--- src/rtl/tausworth_urand.sv ---
// rtl/tausworth_urand.sv - multi-channel taus88 uniform random source with seeding, warm-up and valid/ready output
//
// Purpose:
//   N_CH independent three-component taus88 combined generators. After reset
//   or a seed load, every channel discards WARMUP steps. It then delivers one
//   32-bit word per channel per accepted transfer, in the format chosen by FMT.
//
// Ports:
//   CLK         clock
//   RESET_N     asynchronous active-low reset
//   seed_valid  one-cycle strobe; reloads all channels from seed, always accepted
//   seed        {s3_seed, s2_seed, s1_seed}
//   out_ready   consumer accepts out_data this cycle
//   out_valid   out_data holds N_CH fresh words
//   out_data    channel k at bits [32k+:32]
//   error       sticky: some component state collapsed to a degenerate value
//   count       accepted transfers, wraps at 2^CNT_W

module tausworth_urand #(
  parameter int          DELAY    = 1,
  parameter int          N_CH     = 4,
  parameter int          FMT      = 1,
  parameter int          WARMUP   = 16,
  parameter int          SEED_FIX = 1,
  parameter int          CNT_W    = 32,
  parameter logic [31:0] DEF_SEED = 32'd12345
) (
  input  logic                CLK,
  input  logic                RESET_N,
  input  logic                seed_valid,
  input  logic [95:0]         seed,
  input  logic                out_ready,
  output logic                out_valid,
  output logic [32*N_CH-1:0]  out_data,
  output logic                error,
  output logic [CNT_W-1:0]    count
);

  // Largest value each component must exceed to stay on its full-period orbit.
  localparam logic [31:0] S1_LIM = 32'd1;
  localparam logic [31:0] S2_LIM = 32'd7;
  localparam logic [31:0] S3_LIM = 32'd15;

  // DELAY only shapes behavioural timing in simulation models; the registered
  // outputs here update on the clock edge and the value is only range-checked.
  if (N_CH < 1 || N_CH > 16 || WARMUP < 1 || WARMUP > 255 ||
      FMT < 0 || FMT > 2 || CNT_W < 1 || DELAY < 0) begin : g_param_check
    $error("tausworth_urand: parameter out of range");
  end

  typedef enum logic {
    ST_WARMUP,
    ST_RUN
  } state_t;

  // Per-channel decorrelation: seed_j XOR (k * golden-ratio constant), and
  // optionally lift an illegal small value by setting the MSB.
  function automatic logic [31:0] seed_xform(input logic [31:0] s, input int k,
                                             input logic [31:0] lim);
    logic [31:0] kk;
    logic [31:0] v;
    kk = 32'(k);
    kk = kk * 32'h9E37_79B9;
    v  = s ^ kk;
    if (SEED_FIX != 0 && v <= lim) begin
      v = v | 32'h8000_0000;
    end
    return v;
  endfunction

  function automatic logic [31:0] step_s1(input logic [31:0] s);
    return ((s & 32'hFFFF_FFFE) << 12) ^ (((s << 13) ^ s) >> 19);
  endfunction

  function automatic logic [31:0] step_s2(input logic [31:0] s);
    return ((s & 32'hFFFF_FFF8) << 4) ^ (((s << 2) ^ s) >> 25);
  endfunction

  function automatic logic [31:0] step_s3(input logic [31:0] s);
    return ((s & 32'hFFFF_FFF0) << 17) ^ (((s << 3) ^ s) >> 11);
  endfunction

  // Float formats keep the 23 low random bits as mantissa under a fixed
  // exponent, giving a uniform float without a divide.
  function automatic logic [31:0] fmt_word(input logic [31:0] r);
    logic [31:0] w;
    case (FMT)
      1:       w = {1'b0, 8'h7F, r[22:0]};
      2:       w = {1'b0, 8'h7E, r[22:0]};
      default: w = r;
    endcase
    return w;
  endfunction

  state_t      state_q, state_d;
  logic [7:0]  warm_q, warm_d;
  logic        step_en;
  logic        load;
  logic        degen;

  logic [31:0] s1_q [N_CH];
  logic [31:0] s2_q [N_CH];
  logic [31:0] s3_q [N_CH];
  logic [31:0] s1_d [N_CH];
  logic [31:0] s2_d [N_CH];
  logic [31:0] s3_d [N_CH];
  logic [31:0] n1   [N_CH];
  logic [31:0] n2   [N_CH];
  logic [31:0] n3   [N_CH];

  logic [32*N_CH-1:0] data_d;

  // FSM next state. seed_valid overrides whatever the state logic decided.
  always_comb begin
    state_d = state_q;
    warm_d  = warm_q;
    step_en = 1'b0;
    load    = 1'b0;
    unique case (state_q)
      ST_WARMUP: begin
        step_en = 1'b1;
        if (warm_q == 8'(WARMUP - 1)) begin
          state_d = ST_RUN;
          warm_d  = '0;
        end else begin
          warm_d = warm_q + 8'd1;
        end
      end
      ST_RUN: begin
        if (!out_valid || out_ready) begin
          load    = 1'b1;
          step_en = 1'b1;
        end
      end
      default: begin
        state_d = ST_WARMUP;
        warm_d  = '0;
      end
    endcase
    if (seed_valid) begin
      state_d = ST_WARMUP;
      warm_d  = '0;
    end
  end

  // Generator datapath: step every channel, pick reload / step / hold.
  always_comb begin
    degen  = 1'b0;
    data_d = '0;
    for (int k = 0; k < N_CH; k++) begin
      n1[k] = step_s1(s1_q[k]);
      n2[k] = step_s2(s2_q[k]);
      n3[k] = step_s3(s3_q[k]);
      data_d[32*k +: 32] = fmt_word(n1[k] ^ n2[k] ^ n3[k]);
      if (step_en && (n1[k][31:1] == '0 || n2[k][31:3] == '0 || n3[k][31:4] == '0)) begin
        degen = 1'b1;
      end
      if (seed_valid) begin
        s1_d[k] = seed_xform(seed[31:0],  k, S1_LIM);
        s2_d[k] = seed_xform(seed[63:32], k, S2_LIM);
        s3_d[k] = seed_xform(seed[95:64], k, S3_LIM);
      end else if (step_en) begin
        s1_d[k] = n1[k];
        s2_d[k] = n2[k];
        s3_d[k] = n3[k];
      end else begin
        s1_d[k] = s1_q[k];
        s2_d[k] = s2_q[k];
        s3_d[k] = s3_q[k];
      end
    end
  end

  always_ff @(posedge CLK or negedge RESET_N) begin
    if (!RESET_N) begin
      state_q   <= ST_WARMUP;
      warm_q    <= '0;
      out_valid <= 1'b0;
      out_data  <= '0;
      error     <= 1'b0;
      count     <= '0;
      for (int k = 0; k < N_CH; k++) begin
        s1_q[k] <= seed_xform(DEF_SEED, k, S1_LIM);
        s2_q[k] <= seed_xform(DEF_SEED, k, S2_LIM);
        s3_q[k] <= seed_xform(DEF_SEED, k, S3_LIM);
      end
    end else begin
      state_q <= state_d;
      warm_q  <= warm_d;
      for (int k = 0; k < N_CH; k++) begin
        s1_q[k] <= s1_d[k];
        s2_q[k] <= s2_d[k];
        s3_q[k] <= s3_d[k];
      end

      // A transfer in the seed cycle still counts; the seed only blocks new data.
      if (out_valid && out_ready) begin
        count <= count + CNT_W'(1);
      end

      if (seed_valid) begin
        out_valid <= 1'b0;
        error     <= 1'b0;
      end else begin
        if (load) begin
          out_valid <= 1'b1;
          out_data  <= data_d;
        end
        if (degen) begin
          error <= 1'b1;
        end
      end
    end
  end

endmodule
--- config.mk ---
export PLATFORM = sky130hd
export DESIGN_NAME = tausworth_urand
export DESIGN_NICKNAME = d
export VERILOG_FILES = /design/src/rtl/tausworth_urand.sv
export SDC_FILE = /design/constraint.sdc
export NUM_CORES = 1
export LEC_CHECK = 0
export ABC_AREA = 1
export ABC_CLOCK_PERIOD_IN_PS = 1800
export BUFFER_PORTS_ARGS = -buffer_cell sky130_fd_sc_hd__clkbuf_2
export CAP_MARGIN = 0
export CORE_ASPECT_RATIO = 1.1
export CORE_MARGIN = 2
export CORE_UTILIZATION = 25
export CTS_BUF_LIST = sky130_fd_sc_hd__clkbuf_2
export DETAILED_ROUTE_END_ITERATION = 10
export PLACE_DENSITY = 0.41
export REMOVE_ABC_BUFFERS = 1
export SYNTH_ARGS = -nofsm -noshare
export SYNTH_HDL_FRONTEND = slang
export SYNTH_SLANG_ARGS = --single-unit
--- constraint.sdc ---
create_clock -name CLK -period 1.8 [get_ports CLK]
set_input_delay 0.27 -clock CLK [delete_from_list [all_inputs] [get_ports CLK]]
set_output_delay 0.27 -clock CLK [all_outputs]
set_load 0.005 [all_outputs]
==> results.md <==
- Standard-cell row count: 124
- Clk sink count: 488
- Status: finished with violations
- Tcrit/Tclk final: 131.5%
- Leakage: 0.01853 uW
- Max cap viols: 0
- Clk_lat worst skew: 1420 ps
- GR Overflow Total: 0
- Non-Filler Instances: 5700
- Slowest stage delay, CP: 490 ps
- Critical path type: reg -> out
- Nets@finish: 4290
- Post-place setup slack: -139.3 ps
- Wirelength per Cell: 22.90 um
- Vias in the first global route: 25990
- Vias: 26910
- Root Driver: clkbuf_2
- Syn avg cell area: 8.237 um2
- Synth Register Bits: 488
- Synth Flop Type: dfrtp_1
- Worst-margin pin slew: 1043 ps
- Pwr Density: 886.7 mW/mm2
- Async SR Flop Fraction: 100.0%
- CTS Buffer Depth: 3
- Chip Height: 342.7 um
- CP max stage cell: dfrtp_4
- IO buf count: 245
- Largest net degree at the start of global routing: 73
- Worst-path clk slew: 100 ps
- Initial Utilization: 25.16%
- Startpoint types: register
- I/O pin count: 262
- Max frequency: 0.4224 GHz
- Setup WS post-layout: -567.3 ps
- Vias per inst: 4.721
- Worst R2R Setup Slack: -270 ps
- Final setup fails: 487
- Die area: 0.1069 mm2
- Failing checks: setup timing
- Worst EP arrival: 2100 ps
- RSZ-0062 raised after global routing: true
- TritonCTS buffer count: 147
- CTS tree: built
- Worst-path cell chain: buf_6, clkbuf_2
- Worst-path fanout max: 15
- Crit path capture type: primary output
- WP data required: 1530 ps
- Clk_skew: 130.3 ps
- Die width: 311.9 um
- First-pass GRT wire length: 180100 um
- Hold Crit Depth: 6
- Hold path endpoint: s3_q[117]
- WL final: 130500 um
- Post-synthesis cell type count: 49
- Remaining DRCs: 0
- Placer Congestion: 0.9421
- Core outline area: 0.1036 mm2
- Placed instance count: 5040
- Reg2reg end: s2_q[63]
- Worst vdd ir: 0.3817 mV
- Slew headroom: 30.22%
- Hold wc startpoint: seed[85]
- Syn Inst Count: 3166
- DRT antenna net count: 0
- Post-synth EDFFs: 0
- Sequential area share after synthesis: 47.53%
- Worst reg-to-reg path cell count: 14
- Minimum clock period: 2367 ps
- Worst hold margin: 176.0 ps
- Layout cell share with drive strength beyond 1: 32.05%
- Detailed placer's ending HPWL: 95030 um
- Worst R2R Start: out_valid
- GRT Resource Usage Total: 23.16%
- Area Overhead vs Synth: 46.25%
- Layout filler cell count: 11070
- Hold Violations, Final: 0
- Worst Setup SP: out_data[93]
- Initial antenna violation count: 8
- DRT Pass-1 Iters: 5
- Max-slew violation count: 0
- Ys Warns: 0
- Worst Hold Class: in -> reg
- Dpl cell area: 0.03180 mm2
- Htree depth: 4
- Final instance area: 0.03814 mm2
- Final Util: 36.80%
- 1st-iter DRT viols: 2205
- Netlist Area Pre-Place: 0.02608 mm2
==> stage by stage <==
step,power [uW],TNS [ps]
finish,33820,-94650
global route,35690,-165830
CTS,33590,-99180
detailed placement,23470,-736.2
global placement,23460,-529.3
floorplan,17720,-933760
==> flip-flops by register name, summed over array words and instances, names as in the netlist <==
signal and cells:
out_valid 1, error 1, count 32, state_q 1
warm_q 8, s3_q 112, s2_q 116, out_data 93
s1_q 124
==> how the worst max path moves through the flow <==
stage                               to  slack [ps]  cells after the start
after floorplan               s2_q[57]       -3530                      4
final                     out_data[58]        -570                      2
after detailed placement         error        -140                     13
after CTS                 out_data[58]        -750                      2
after global routing      out_data[28]        -750                      2
after global placement           error        -130                     13
==> layout make-up <==
cell class                 instances  area, um2  share of cell area, %
antenna                            5      12.51                0.03281
tap                             1386       1734                  4.547
sequential                       488      12410                  32.53
inverter                         349       1344                  3.523
multi-input combinational       2171      12270                  32.18
clock inverter                    38      222.7                 0.5839
clock buffer                     232       1161                  3.044
timing repair buffer            1031       8985                  23.56
==> synthesized netlist by cell type, drive strengths merged, types with 2 or more instances <==
master,instances,area share (%)
nand2,743,11
inv,349,5.0
dfrtp,341,33
o21ai,307,5.9
nor2,285,4.3
xor2,179,6.0
dfstp,147,15
xnor2,128,4.3
buf,107,2.4
nand3,76,1.5
o211ai,69,2.0
a21oi,62,1.2
clkbuf,58,0.83
a31oi,50,1.2
nor3,49,1.0
o22ai,41,0.98
nand4,37,0.89
o221ai,31,1.0
nor4,29,0.70
a211oi,13,0.37
or2,13,0.31
a221oi,9,0.30
a22oi,9,0.26
a221o,8,0.31
o311ai,8,0.27
nor3b,3,0.11
o31ai,3,0.086
and3,2,0.048
ha,2,0.096
nand3b,2,0.058
o21a,2,0.058
==> per-layer routing <==
metal / share of wire, % / vias up / GRT usage, %
met2: 46 / 1025 / 37.63
met4: 3.6 / 8 / 8.293
met5: 0.043 / - / 0
met3: 6.7 / 225 / 4.352
li1: - / 12490 / -
met1: 43 / 13160 / 30.75
==> critical path: cells and delay by family (launching register included) <==
kind / cells / cell delay, ps
flops: 1 / 490
buf+inv: 2 / 260
==> placed cells by master, fill, tap and decap left out, drive strengths merged, types with 2 or more instances in the layout <==
| master | instances |
|---|---|
| a21oi | 62 |
| xor2 | 179 |
| o21a | 2 |
| nor4 | 29 |
| a211oi | 13 |
| and3 | 2 |
| a221oi | 9 |
| a31oi | 50 |
| o31ai | 3 |
| nor3b | 3 |
| dfstp | 147 |
| o221ai | 31 |
| conb | 8 |
| bufinv | 2 |
| o311ai | 8 |
| o22ai | 41 |
| or2 | 13 |
| clkinvlp | 3 |
| diode | 5 |
| xnor2 | 128 |
| dfrtp | 341 |
| o211ai | 69 |
| a221o | 8 |
| nor2 | 285 |
| nand3 | 76 |
| nand3b | 2 |
| ha | 2 |
| inv | 354 |
| o21ai | 307 |
| a22oi | 9 |
| clkbuf | 489 |
| dlygate4sd3 | 218 |
| nand4 | 37 |
| clkinv | 28 |
| buf | 554 |
| nand2 | 743 |
| nor3 | 49 |
==> power by group <==
part | internal (uW) | switching [uW] | leakage [uW]
sequential | 12600 | 1230 | 0.00572
clock | 3710 | 5530 | 0.00106
combinational | 4660 | 6110 | 0.0117
total | 20900 | 12900 | 0.0185
==> what timing repair did <==
action / in CTS / in global routing
setup endpoints to repair: 182 / 408
setup buffers: 66 / 87
hold buffers: 217 / 6
pin swaps: 6 / 65
resized for setup: 47 / 227
endpoints found under the hold margin: 976 / 6
cloned: 2 / 24
==> kinds of logic (layout without fill, tap and decap cells) <==
family / after synthesis / after routing / synth area share [%]
other: 1 / 13 / 0.01438
AND/OR/NAND/NOR: 1240 / 1240 / 19.77
buffers and inverters: 514 / 1650 / 8.257
flip-flops: 488 / 488 / 47.53
XOR/XNOR: 307 / 307 / 10.31
AO/OA/AOI/OAI: 614 / 614 / 14.02
adder cells (fa/ha/maj): 2 / 2 / 0.09594
(Power assumes the default switching activity.)
